`src/rtl/truth_table_sweeper.sv`:
```
// rtl/truth_table_sweeper.sv - exhaustive truth-table sweep and self-check of a combinational block
//
// Steps drive through every vector 0 .. 2**N_IN-1, holds each for SETTLE
// cycles, samples y_in in a following SAMPLE cycle, and compares the observed
// table with the expected table captured when start is accepted.
//
// Ports:
//   clk, rst        rising-edge clock, synchronous active-high reset
//   start           begin a sweep (only honoured in IDLE)
//   expected        expected table, bit k = expected y for vector k
//   drive           registered stimulus to the block under test (vector k = binary k)
//   y_in            output of the block under test
//   busy            high while vectors are being driven and sampled
//   done            one-cycle pulse when the sweep completes
//   table_out       observed table, bit k = sampled y_in for vector k
//   pass            table_out matches the captured expected table (valid from done)
//   mismatch_count  number of mismatching vectors
//   first_fail      lowest failing vector index
//   fail_valid      first_fail holds a valid index
module truth_table_sweeper #(
    parameter int N_IN   = 3,
    parameter int SETTLE = 2
) (
    input  logic                 clk,
    input  logic                 rst,
    input  logic                 start,
    input  logic [2**N_IN-1:0]   expected,
    output logic [N_IN-1:0]      drive,
    input  logic                 y_in,
    output logic                 busy,
    output logic                 done,
    output logic [2**N_IN-1:0]   table_out,
    output logic                 pass,
    output logic [N_IN:0]        mismatch_count,
    output logic [N_IN-1:0]      first_fail,
    output logic                 fail_valid
);

    localparam int NV = 2**N_IN;
    localparam int CW = (SETTLE > 1) ? $clog2(SETTLE) : 1;

    typedef enum logic [1:0] {
        IDLE,
        HOLD,
        SAMPLE,
        DONE
    } state_t;

    state_t          state;
    state_t          state_next;
    logic [NV-1:0]   exp_r;
    logic [NV-1:0]   table_next;
    logic [N_IN-1:0] idx;
    logic [CW-1:0]   cnt;
    logic            last_vec;
    logic            settled;
    logic            miss;

    assign last_vec = (idx == {N_IN{1'b1}});
    assign settled  = (cnt == CW'(SETTLE - 1));
    assign miss     = (y_in != exp_r[idx]);

    always_comb begin
        state_next      = state;
        busy            = 1'b0;
        done            = 1'b0;
        // Table including the sample being taken this cycle, so pass can be
        // registered on the same edge that writes the final bit.
        table_next      = table_out;
        table_next[idx] = y_in;
        case (state)
            IDLE: begin
                if (start) state_next = HOLD;
            end
            HOLD: begin
                busy = 1'b1;
                if (settled) state_next = SAMPLE;
            end
            SAMPLE: begin
                busy       = 1'b1;
                state_next = last_vec ? DONE : HOLD;
            end
            DONE: begin
                done       = 1'b1;
                state_next = IDLE;
            end
            default: state_next = IDLE;
        endcase
    end

    always_ff @(posedge clk) begin
        if (rst) state <= IDLE;
        else     state <= state_next;
    end

    always_ff @(posedge clk) begin
        if (rst) begin
            exp_r          <= '0;
            table_out      <= '0;
            pass           <= 1'b0;
            mismatch_count <= '0;
            first_fail     <= '0;
            fail_valid     <= 1'b0;
            idx            <= '0;
            drive          <= '0;
            cnt            <= '0;
        end else begin
            case (state)
                IDLE: begin
                    if (start) begin
                        exp_r          <= expected;
                        table_out      <= '0;
                        pass           <= 1'b0;
                        mismatch_count <= '0;
                        first_fail     <= '0;
                        fail_valid     <= 1'b0;
                        idx            <= '0;
                        drive          <= '0;
                        cnt            <= '0;
                    end
                end
                HOLD: begin
                    cnt <= cnt + 1'b1;
                end
                SAMPLE: begin
                    table_out <= table_next;
                    if (miss) begin
                        mismatch_count <= mismatch_count + 1'b1;
                        if (!fail_valid) begin
                            first_fail <= idx;
                            fail_valid <= 1'b1;
                        end
                    end
                    if (last_vec) begin
                        pass <= (table_next == exp_r);
                    end else begin
                        idx   <= idx + 1'b1;
                        drive <= idx + 1'b1;
                        cnt   <= '0;
                    end
                end
                default: ;
            endcase
        end
    end

endmodule
```
`config.mk`:
```
export PLATFORM = sky130hd
export DESIGN_NAME = truth_table_sweeper
export DESIGN_NICKNAME = d
export VERILOG_FILES = /design/src/rtl/truth_table_sweeper.sv
export SDC_FILE = /design/constraint.sdc
export NUM_CORES = 1
export LEC_CHECK = 0
export ABC_CLOCK_PERIOD_IN_PS = 2000
export BUFFER_PORTS_ARGS = -buffer_cell sky130_fd_sc_hd__buf_2
export CORE_MARGIN = 1.5
export CORE_UTILIZATION = 51
export CTS_BUF_LIST = sky130_fd_sc_hd__clkbuf_8
export CTS_CLUSTER_DIAMETER = 120
export DETAILED_ROUTE_END_ITERATION = 10
export HOLD_SLACK_MARGIN = 0.12
export PLACE_DENSITY = 0.82
export SLEW_MARGIN = 40
export SYNTH_ARGS = -nofsm -noshare
export SYNTH_HDL_FRONTEND = slang
export SYNTH_SLANG_ARGS = --single-unit
```
`constraint.sdc`:
```
create_clock -name clk -period 2 [get_ports clk]
set_input_delay 0.2 -clock clk [delete_from_list [all_inputs] [get_ports clk]]
set_output_delay 0.2 -clock clk [all_outputs]
set_load 0.02 [all_outputs]
```
==> implementation parameters <==
Parameter                              Value

GRT
  GR Layer Usage met3    0.0600
  Number of global-route vias before repair    1366
  First-pass GRT wire length    around 6.4 mm
  Met2 routing resource usage after global routing    0.334
  Peak-usage layer in the global routing report    met2
  Congestion Overflow GR    0
  Largest net degree at the start of global routing    31
  Total global-route track usage    0.229
  Grt met1 use    0.325
  Initial antenna violation count    0

Critical path
  Type of element capturing the critical path    register
  Cell with the most instances on the worst path    sky130_fd_sc_hd__mux2_4
  Slowest cell on the critical path    sky130_fd_sc_hd__mux4_2
  Critical Setup Path Class    reg2reg
  Endpoint arrival time on the critical path    roughly 2.1 ns
  Cells along the critical path    mux4_2 -> mux2_4 -> mux2_4 -> nand3b_1 -> a31oi_1
  Worst reg2reg startpoint    idx[0]
  Largest fanout on the critical path    6
  Maximum single-stage delay on the critical path    0.49 ns
  Cell type group with the largest total delay on the critical path    multiplexers
  Launching element type of the critical path    register
  Number of cells on the worst reg-to-reg path    5
  Setup slack, reg-to-reg    0.11 ns
  Required arrival time at the worst endpoint    2.22 ns
  Cell depth of the worst setup path    5
  Reg-to-reg critical path endpoint    first_fail[0]
  Worst path buffer plus inverter count    0

Synth
  Part of the Yosys area used for sequential elements    0.352
  Mapped Nets    231
  Number of synthesized flops with an enable pin    0
  Number of synthesized register bits    31
  Most used flip-flop cell after synthesis    sky130_fd_sc_hd__dfxtp_1
  Mapped cell area    about 1800 um^2
  Count of cell types in the netlist    39
  Count of warnings emitted by yosys    0
  Count of mapped cells out of synthesis    211
  Share of flip-flops with an asynchronous set or reset    0
  Mean post-synth cell area    approximately 8.4 um^2

Timing
  Timing-limited maximum frequency    529 MHz
  Time the worst path needs with I/O delays and setup    roughly 1.9 ns
  Rel. slew slack    0.716
  Number of failing setup endpoints in the final timing report    0
  Final WS setup    roughly 0.11 ns
  Final clock skew    0.00541 ns
  Final number of hold-violating endpoints    0
  Transition at the pin with the smallest max-transition slack    0.426 ns
  Fin crit share    0.946
  Number of pins with negative max-slew slack in the final report    0
  Setup repair after global routing missed its margin    yes
  Worst hold-check slack    about 0.14 ns

Finish
  Multi-input combinational cell area    between 1000 and 1500 um^2
  Fin cells    299
  Most frequent cells in the layout    33 x sky130_fd_sc_hd__buf_2, 29 x sky130_fd_sc_hd__dfxtp_1, 27 x sky130_fd_sc_hd__nand2_1
  Count of inserted antenna diode cells    0
  Commonest non-fill, non-tap cell in the layout    sky130_fd_sc_hd__buf_2
  Utilization of the core after routing    0.639
  Number of filler instances in the final layout    roughly 300
  Count of nets after finishing    272
  Layout cell share with drive strength beyond 1    0.245
  Area added between synthesis and finish    20.7%
  Seq. cell area    623 um^2

Floorplan
  Number of top-level pins    34
  Overall die area    3820 um^2
  Horiz. Die Dim    61.8 um
  CORE AREA    about 3300 um^2
  Rows    21
  Starting density of the core    0.529
  Die height    61.8 um

Placement
  Number of I/O port buffers    33
  Placer Congestion    roughly 0.91
  Cell count after placement    291
  Detailed placer's ending HPWL    2.92 mm
  Worst setup timing slack at the placement stage    about 0.12 ns

Run
  Count of max-cap constraint violations    0

Route
  Routed via count    1671
  Vias/cell    between 5 and 6
  Antenna violation net count after detailed routing    0
  Wire length reported by the detailed router    3.97 mm
  Number of violations reported at the end of detailed-routing iteration 0    approximately 150
  Avg WL per Cell    13.3 um
  Number of design rule violations left after detail routing    0
  1st-pass router iterations    4

Clock network
  H-Tree Level Count    2
  Root buf cell    sky130_fd_sc_hd__clkbuf_8
  Clock transition at the register clock pins on the worst setup and hold paths after CTS    0.07 ns
  Number of hold buffers added after cts    0
  TritonCTS Buffers    5
  Maximum count of clock buffers along a single path    2
  Clock tree from TritonCTS    built
  Clock network latency to the later pin of the worst-skew pair    0.29 ns
  Total clock sinks    31

Power
  Leak    between 0.8 and 0.9 nW
  Pwr/cell area    approximately 930 nW/um^2
  VDD IR-drop max    approximately 0.00061 V

Worst hold path
  Worst hold path endpoint    exp_r[5]
  Min-Delay Path Class    in2reg
  Worst min-delay path startpoint    expected[5]
  Hold-critical path depth    3

Run status
  Result of the run    finished, final reports clean
flip-flops by register name, indices dropped and copies added, names as in the netlist, 2 cells and up:
register	cells
exp_r	8
first_fail	3
idx	3
mismatch_count	4
state	2
table_out	8
cells in the mapped netlist (4+ instances only):
master,instances,area [um^2]
sky130_fd_sc_hd__nand2_1,27,101
sky130_fd_sc_hd__nor2_1,20,75.1
sky130_fd_sc_hd__ha_1,8,100
sky130_fd_sc_hd__inv_1,4,15.0
sky130_fd_sc_hd__clkbuf_1,9,33.8
sky130_fd_sc_hd__a21oi_1,14,70.1
sky130_fd_sc_hd__mux2i_1,7,70.1
sky130_fd_sc_hd__dfxtp_1,31,621
sky130_fd_sc_hd__o21ai_0,8,40.0
sky130_fd_sc_hd__nor3_1,5,25.0
sky130_fd_sc_hd__a22oi_1,9,67.6
sky130_fd_sc_hd__nand4_1,4,25.0
sky130_fd_sc_hd__and3b_1,4,35.0
sky130_fd_sc_hd__xnor2_1,7,61.3
sky130_fd_sc_hd__xor2_1,4,35.0
metal layers:
metal,part of all wire,wire [um],up-vias
met5,0,0,-
met4,0.016,65,0
met3,0.064,255,6
met2,0.45,1800,57
met1,0.47,1850,771
li1,-,-,837
logic make-up after synthesis:
kind of cell,after synthesis,share of synthesized area
XOR/XNOR,11,0.0546
flip-flops,31,0.352
adder cells (fa/ha/maj),8,0.0567
AND/OR/NAND/NOR,82,0.228
multiplexers,11,0.0822
AO/OA/AOI/OAI,52,0.189
buffers and inverters,16,0.0383
worst register-to-register path, delay by kind of cell (launching register included):
family | cells | cell delay, ns
muxes | 3 | 1.13
DFF | 1 | 0.37
and+or+nand+nor | 1 | 0.16
AOI/OAI and AO/OA | 1 | 0.16
stage by stage:
step	cell area (um^2)	total power, W	TNS, ns
floorplan	1770	0.00126	0
global placement	2030	0.00146	0
detailed placement	2030	0.00148	0
CTS	2120	0.00197	0
global route	2130	0.00210	-0.000330
finish	2130	0.00197	0
power breakdown:
| group | switching (W) | internal [W] |
|---|---|---|
| combinational | 0.000445 | 0.000293 |
| sequential | 0.0000603 | 0.000676 |
| clock | 0.000257 | 0.000242 |
worst max path at each step:
| stage | startpoint | end | slack (ns) |
|---|---|---|---|
| after global placement | idx[0] | first_fail[1] | 0.15 |
| after CTS | idx[0] | first_fail[0] | 0.1 |
| after global routing | idx[0] | pass | -0.0003 |
| after detailed placement | idx[0] | first_fail[0] | 0.12 |
| after floorplan | idx[0] | first_fail[0] | 0.009 |
| final | idx[0] | first_fail[0] | 0.11 |
cell type report:
type | instances | area share
inverter | 4 | 0.00705
sequential | 31 | 0.292
clock buffer | 5 | 0.0323
clock inverter | 3 | 0.00940
timing repair buffer | 46 | 0.123
tap | 46 | 0.0270
multi-input combinational | 164 | 0.509
timing repair:
item	CTS	global route
buffers inserted	0	0
endpoints found under the setup margin	0	2
gates resized for setup	0	3
Power figures use the tool's default switching activity.
